<file path="src/rtl/key_debounce_pulse_pkg.sv">
// Shared definitions for the key debouncer: FSM state encoding, key
// polarity constants and synchronizer depth.
package key_debounce_pulse_pkg;

  typedef enum logic [1:0] {
    IDLE_S        = 2'd0,
    PRESS_CHK_S   = 2'd1,
    PRESSED_S     = 2'd2,
    RELEASE_CHK_S = 2'd3
  } state_t;

  localparam logic KEY_PRESSED  = 1'b0;
  localparam logic KEY_RELEASED = 1'b1;

  localparam int unsigned SYNC_DEPTH = 2;

endpackage

</file>
<file path="src/rtl/key_debounce_pulse_key_sync.sv">
// key_sync: multi-flop synchronizer for asynchronous board inputs.
// Every stage resets to RESET_VALUE (released level for low-active keys).
module key_sync
  import key_debounce_pulse_pkg::*;
#(
  parameter int unsigned DEPTH       = SYNC_DEPTH,
  parameter logic        RESET_VALUE = KEY_RELEASED
) (
  input  logic clk,
  input  logic rst,
  input  logic d,
  output logic q
);

  logic [DEPTH-1:0] stage;

  // Shift the raw input through the synchronizer chain.
  always_ff @(posedge clk or posedge rst) begin
    if (rst) begin
      stage <= {DEPTH{RESET_VALUE}};
    end else begin
      stage <= {stage[DEPTH-2:0], d};
    end
  end

  assign q = stage[DEPTH-1];

endmodule

</file>
<file path="src/rtl/key_debounce_pulse.sv">
// key_debounce_pulse: turns a bouncy low-active push-button into a debounced
// level plus single-cycle press/release pulses.
// Optional long-press event built when LONG_PRESS_EN is defined; otherwise
// o_long_press_pulse is tied low.
module key_debounce_pulse
  import key_debounce_pulse_pkg::*;
#(
  parameter logic [31:0] DEBOUNCE_TIME   = 32'd1_250_000,
  parameter logic [31:0] LONG_PRESS_TIME = 32'd250_000_000
) (
  input  logic i_clk,
  input  logic i_rst,
  input  logic i_key,
  output logic o_key_level,
  output logic o_press_pulse,
  output logic o_release_pulse,
  output logic o_long_press_pulse
);

  localparam logic [31:0] DEB_LAST = DEBOUNCE_TIME - 32'd1;

  if (DEBOUNCE_TIME < 32'd1) begin : g_bad_debounce
    $error("DEBOUNCE_TIME must be at least 1");
  end
  if (LONG_PRESS_TIME < 32'd2) begin : g_bad_long_press
    $error("LONG_PRESS_TIME must be greater than 1");
  end

  logic        key_s;
  state_t      state, state_nxt;
  logic [31:0] cnt, cnt_nxt;
  logic        key_level, level_nxt;
  logic        press_pulse, press_nxt;
  logic        release_pulse, release_nxt;

  key_sync #(
    .DEPTH       (SYNC_DEPTH),
    .RESET_VALUE (KEY_RELEASED)
  ) u_key_sync (
    .clk (i_clk),
    .rst (i_rst),
    .d   (i_key),
    .q   (key_s)
  );

  // FSM state, debounce counter and registered outputs.
  always_ff @(posedge i_clk or posedge i_rst) begin
    if (i_rst) begin
      state         <= IDLE_S;
      cnt           <= '0;
      key_level     <= KEY_RELEASED;
      press_pulse   <= 1'b0;
      release_pulse <= 1'b0;
    end else begin
      state         <= state_nxt;
      cnt           <= cnt_nxt;
      key_level     <= level_nxt;
      press_pulse   <= press_nxt;
      release_pulse <= release_nxt;
    end
  end

  // Next-state, counter and pulse decode.
  always_comb begin
    state_nxt   = state;
    cnt_nxt     = cnt;
    level_nxt   = key_level;
    press_nxt   = 1'b0;
    release_nxt = 1'b0;
    case (state)
      IDLE_S: begin
        if (key_s == KEY_PRESSED) begin
          state_nxt = PRESS_CHK_S;
          cnt_nxt   = '0;
        end
      end
      PRESS_CHK_S: begin
        if (key_s == KEY_RELEASED) begin
          state_nxt = IDLE_S;
          cnt_nxt   = '0;
        end else if (cnt == DEB_LAST) begin
          state_nxt = PRESSED_S;
          cnt_nxt   = '0;
          level_nxt = KEY_PRESSED;
          press_nxt = 1'b1;
        end else begin
          cnt_nxt = cnt + 32'd1;
        end
      end
      PRESSED_S: begin
        if (key_s == KEY_RELEASED) begin
          state_nxt = RELEASE_CHK_S;
          cnt_nxt   = '0;
        end
      end
      RELEASE_CHK_S: begin
        if (key_s == KEY_PRESSED) begin
          state_nxt = PRESSED_S;
          cnt_nxt   = '0;
        end else if (cnt == DEB_LAST) begin
          state_nxt   = IDLE_S;
          cnt_nxt     = '0;
          level_nxt   = KEY_RELEASED;
          release_nxt = 1'b1;
        end else begin
          cnt_nxt = cnt + 32'd1;
        end
      end
      default: begin
        state_nxt = IDLE_S;
        cnt_nxt   = '0;
        level_nxt = KEY_RELEASED;
      end
    endcase
  end

  assign o_key_level     = key_level;
  assign o_press_pulse   = press_pulse;
  assign o_release_pulse = release_pulse;

`ifdef LONG_PRESS_EN
  localparam logic [31:0] LONG_LAST = LONG_PRESS_TIME - 32'd1;

  logic [31:0] long_cnt;
  logic        long_pulse;

  // Long-press counter: runs in PRESSED_S, holds in RELEASE_CHK_S so a
  // release bounce keeps the accumulated time, and parks at LONG_PRESS_TIME
  // after firing so one press yields at most one event.
  always_ff @(posedge i_clk or posedge i_rst) begin
    if (i_rst) begin
      long_cnt   <= '0;
      long_pulse <= 1'b0;
    end else begin
      long_pulse <= 1'b0;
      if (state == PRESS_CHK_S && state_nxt == PRESSED_S) begin
        long_cnt <= '0;
      end else if (state_nxt == IDLE_S) begin
        long_cnt <= '0;
      end else if (state == PRESSED_S) begin
        if (long_cnt == LONG_LAST) begin
          long_pulse <= 1'b1;
          long_cnt   <= LONG_PRESS_TIME;
        end else if (long_cnt < LONG_LAST) begin
          long_cnt <= long_cnt + 32'd1;
        end
      end
    end
  end

  assign o_long_press_pulse = long_pulse;
`else
  assign o_long_press_pulse = 1'b0;
`endif

endmodule
</file>
<file path="config.mk">
export PLATFORM = sky130hd
export DESIGN_NAME = key_debounce_pulse
export DESIGN_NICKNAME = d
export VERILOG_FILES = /design/src/rtl/key_debounce_pulse_pkg.sv /design/src/rtl/key_debounce_pulse_key_sync.sv /design/src/rtl/key_debounce_pulse.sv
export SDC_FILE = /design/constraint.sdc
export NUM_CORES = 1
export LEC_CHECK = 0
export CORE_ASPECT_RATIO = 1.75
export CORE_UTILIZATION = 30
export DETAILED_ROUTE_END_ITERATION = 8
export PLACE_DENSITY_LB_ADDON = 0.2
export SYNTH_ARGS = -nofsm -noshare
export SYNTH_HDL_FRONTEND = slang
export SYNTH_SLANG_ARGS = --single-unit
</file>
<file path="constraint.sdc">
create_clock -name i_clk -period 2.01 [get_ports i_clk]
set_input_delay 0.3015 -clock i_clk [delete_from_list [all_inputs] [get_ports i_clk]]
set_output_delay 0.3015 -clock i_clk [all_outputs]
set_load 0.01 [all_outputs]
</file>
# [Word level (Yosys, flattened, before mapping)]
# Cells that the tools add are included.
[word_totals] output_inout_bits=4 inputBits=3 elab_cells=47 reg_bits=39
[classes] n_mux=23 addsub=1 n_reduce_logical=5 n_eq_ne=12
[ops] operator="$mux 32" count=5
[ops] operator="$pmux 32 s4" count=1
[ops] operator="$add 32x1->32 const B" count=1
[ops] operator="$eq 32x21->1 const B" count=1
[ops] operator="$mux 2" count=6
[ops] operator="$mux 1" count=9
[ops] operator="$ne 2x2->1 const B" count=4
[ops] operator="$pmux 2 s4" count=1
[ops] operator="$reduce_and 5->1" count=1
[ops] operator="$eq 2x2->1 const B" count=2
[ops] operator="$ne 2x1->1 const B" count=2
[ops] operator="$reduce_and 4->1" count=1
[ops] operator="$ne 3x2->1 const B" count=1
[ops] operator="$ne 3x3->1 const B" count=1
[ops] operator="$eq 2x1->1 const B" count=1
[ops] operator="$logic_not 2->1" count=1
[ops] operator="$pmux 1 s2" count=1
[ops] operator="$reduce_and 2->1" count=1
[ops] operator="$reduce_bool 2->1" count=1

# [Depth between registers and ports, before layout]
[depth] ltp_word=4 mapped_depth=6 ltp_nobuf=5

# [Cells and area by module]
# Synthesis repeated with hierarchy kept, for this count alone.
[hier_totals] hier_cells=234 hier_area_um2=2193.4
[by_module_without_submodules] mod="key_debounce_pulse" area_per_inst_um2=2137.0 seq_area_each_um2=927.1 cells_per_inst=231 n_inst=1
[by_module_without_submodules] mod="key_sync" area_per_inst_um2=56.3 seq_area_each_um2=52.6 cells_per_inst=3 n_inst=1

# [Worst setup path before layout]
# No wires, ideal clock.
[synth_timing] kind="flip-flop to flip-flop" start="register cnt[0]" end="register cnt[11]" setup_slack_ns=0.220 setup_time_ns=0.143 period_less_slack_ns=1.790 required_ns=1.867 t_arrival_ns=1.646 path_buffers=1 stages_incl_launch_ff=7 cell_sequence="dfrtp_1 > ha_1 > and4_1 > nand4_1 > o211ai_1 > buf_2 > a22oi_1"
[synth_between] elab_chain_cells=4 word_cells_on_any_way=6 cone_classes="1 x add/sub; 1 x eq/ne; 4 x mux"
[synth_lines] element="start, declared" line_no="key_debounce_pulse.sv:31" rtl="logic [31:0] cnt, cnt_nxt;"
[synth_lines] element="start signal, assigned" line_no="key_debounce_pulse.sv:56" rtl="cnt <= cnt_nxt;"
[synth_lines] element="$add 32x1->32 / $eq 32x21->1 (equally long branches)"
[synth_lines] element="$mux 32 (*)" line_no="key_debounce_pulse.sv:81, key_debounce_pulse.sv:100"
[synth_lines] element="$mux 32, on equally long branches" line_no="key_debounce_pulse.sv:97, key_debounce_pulse.sv:78"
[synth_lines] element="$pmux 32 s4 (*)" line_no="key_debounce_pulse.sv:70" rtl="case (state)"
# Every way passes the cells marked *; elsewhere a longest branch is shown, timed or not.
# A chain may end at the register's enable or synchronous reset.

# [Worst setup path after layout]
[layout_timing] start="register cnt[9]" end="register cnt[22]"
# The elaborated chain is that of the path after synthesis.

==> impl_metrics.ini <==
[status]
status = finished clean

[grt]
gr-usage-all-layers = 0.171
gr-total-overflow = 0
grt_pass1_wl_microns = 9460
grt_max_degree = 40
grt_pass1_vias = 1848
antenna_found_initial = 0

[placed_design]
dp_hpwl_microns = 4080
gp_congestion = 0.847
place.port_buffers = 5

[synth]
synthTopCellsByArea = dfrtp_1 42%, a22oi_1 5.6%, o21ai_0 3.7%
ys_ff_latch = 39
synthXorXnorAreaFrac = 0.0409
synth_edf_count = 0
yosysTopAreaCell = dfrtp_1
synth_top_area_frac = 0.421
synthMuxAreaShare = 0.00468
synth_top_family_by_area = compound AO/OA/AOI/OAI gates
ys_warn_count = 0
yosys.area_share.adder = 0.00584
synth-compound-area-share = 0.229
synth_async_sr_flop_share = 1.00
yosys.area_share.simple = 0.223
ys_types = 44
synth_area_sq_um = 2140
synthFlopType = dfrtp_1
synth_fp_nets = 221
synthCells = 217
avgSynthCellArea_sq_um = 9.87
ys_seq_area_frac = 0.458

[die]
die_w_microns = 65.9
core_area_sq_um = 6860
initial_core_util = 0.312
die_y_microns = 114
io_pins = 7
die-area_sq_um = 7490
fp-row-count = 40

[hold_path]
min_path_type = register to register

[timing]
fmax_ghz = 0.531
rsz0062_at_grt = no
period_share = 0.938
finalCriticalPeriod_ns = 1.88
maxSlewViolCount = 0
worst_pin_slew_ns = 0.524
tns_ns = 0
report.final.setup_viol = 0
maxSlewHeadroom = 0.651
skew_ns = 0.00656
hold_violations = 0

[worst_setup_path]
path_cells = nand3_1, or4_4, or4_1, a22oi_1
reg2reg_depth = 4
required_ns = 2.22
end_kind = register
r2r_slack_ns = 0.13
r2r_start = cnt[9]
r2r_end = cnt[22]
worst-path-buf-inv = 0
cp-endpoint = cnt[22]
critPathLaunchType = register
cpLargestDelayFamily = simple AND/OR/NAND/NOR gates
slowest_delay_ns = 0.58
cp.arrival_ns = 2.09
cp_max_fo = 6
slowest_stage = or4_4
crit_start = cnt[9]
path_depth = 4
crit_type = register to register

[pwr]
power.leakage_uw = 0.00109
power_density_nw_per_um2 = 675
switching_share = 0.218
internal_power_uw = 1410
clkPwrFrac = 0.508
pwr-share-comb = 0.047
netSwitchingPower_uw = 391
worst_ir_drop_vdd_mv = 0.314
pwr-share-seq = 0.445

[cts]
clock_tree.root_cell = clkbuf_16
htreeDepth = 2
cts_tree = built
postCtsHoldBufs = 0
clock_latency_ns = 0.29
clockBufferDepth = 2
cts-buffers-inserted = 5
clk_pin_slew_ns = 0.06
cts.sinks = 39

[finish]
antennaDiodeCount = 0
finalCoreUtilization = 0.388
syn2layout_area_growth_pct = 24.4
multiInputGateArea_sq_um = 1120
drive_gt1_frac = 0.192
final-seq-area_sq_um = 982
num-fill-cells = 677
num-nets-final = 248

[route]
wire_per_inst_microns = 17.1
vias_per_cell = 5.66
dr.pass1.iters = 4
drt_wl_total_microns = 5630
drtIter0Drc = 143
antenna_left = 0
drc_errors = 0
vias = 1862

[flow_run]
max_cap_viol_count = 0
==> routing by layer <==
layer	part of all wire	up-vias	global-route usage	wire, microns
met4	0.048	0	0.117	272
li1	-	899	-	-
met1	0.39	915	0.192	2210
met5	0	-	0	0
met3	0.028	18	0.0290	155
met2	0.53	30	0.287	2990
==> state kept, by name, indices dropped and copies added, names as in the netlist, named ones only <==
| register | count |
|---|---|
| u_key_sync.stage | 2 |
| o_key_level | 1 |
| o_release_pulse | 1 |
| o_press_pulse | 1 |
| state | 1 |
| cnt | 32 |
==> metrics by stage <==
stage | hold slack [ns] | setup slack, ns | instance area, sq um | total power (uW) | std cells
after floorplan | 0.306 | 0.220 | 2140 | 860 | 217
after global placement | 0.357 | 0.0391 | 2440 | 898 | 320
after detailed placement | 0.349 | 0.0408 | 2440 | 897 | 320
after CTS | 0.360 | 0.0228 | 2610 | 1820 | 328
after global routing | 0.367 | 0.0164 | 2660 | 1870 | 329
final | 0.362 | 0.125 | 2660 | 1800 | 329
==> synth_stat cells, types with 7 or more instances <==
cell type  number
or4_1           7
o31ai_1         7
or3_1           8
xor2_1          7
o21ai_0        16
a22oi_1        16
and3_1          9
nand2_1         9
inv_1           9
dfrtp_1        36
a21oi_1        13
==> logic make-up after synthesis <==
group | after synthesis
flops | 39
mux | 1
simple gates | 73
compound gates | 73
other cells | 1
xor+xnor | 10
fa+ha+maj | 1
buf+inv | 19
==> layout make-up <==
cell class	instances	area share
Clock buffer	5	0.0470
Clock inverter	3	0.0164
Inverter	9	0.0127
Multi-Input combinational cell	159	0.422
Sequential cell	39	0.369
Tap cell	84	0.0395
Timing Repair Buffer	30	0.0940
==> power by group through the flow <==
stage	clock network [uW]	registers (uW)	logic, uW
3_3_place_gp	0	814	84.3
6_report	914	800	83.9
4_1_cts	936	799	84.2
3_5_place_dp	0	813	83.5
5_1_grt	974	800	94.1
2_1_floorplan	0	813	46.7
==> layout by cell type (no fill, tap or decap), types with 2 or more instances in the layout <==
cell type        Yosys  routed
inv_1                9       9
and4_1               5       4
o2111ai_1            3       2
xnor2_1              3       2
dfrtp_1             36      34
o21ai_0             16      16
a211oi_1             5       5
o31ai_1              7       7
dfrtp_2              0       2
dfstp_2              3       3
o41ai_1              2       2
clkbuf_16            0       5
nor3_1               4       4
o211ai_1             5       5
and2_1               2       2
nand3_1              5       5
buf_4                1      24
clkdlybuf4s50_1      0       5
xor2_1               7       7
and3_1               9       9
or4_1                7       7
nor4_1               3       3
nor2_1               4       4
a21oi_1             13      13
o211a_1              3       3
a22oi_1             16      16
nand4_1              5       5
or4_4                2       2
nand2_1              9       9
or3_1                8       8
==> worst reg2reg max path: stages, from the launching register on <==
cell and delay [ns]:
dfrtp_1 0.43, nand3_1 0.17, or4_4 0.58, or4_1 0.48, a22oi_1 0.16
==> worst min path at each step <==
stage	endpoint	startpoint	cells after the start
2_1_floorplan	u_key_sync.stage[0]	i_key	0
3_3_place_gp	u_key_sync.stage[1]	u_key_sync.stage[0]	0
3_5_place_dp	u_key_sync.stage[1]	u_key_sync.stage[0]	0
4_1_cts	u_key_sync.stage[1]	u_key_sync.stage[0]	0
5_1_grt	u_key_sync.stage[1]	u_key_sync.stage[0]	0
6_report	u_key_sync.stage[1]	u_key_sync.stage[0]	0
==> what timing repair did <==
action / 4_1_cts / 5_1_grt
setup endpoints to repair: 0 / 10
setup buffers: 0 / 1
resized for setup: 0 / 8
Power figures use the tool's default switching activity.
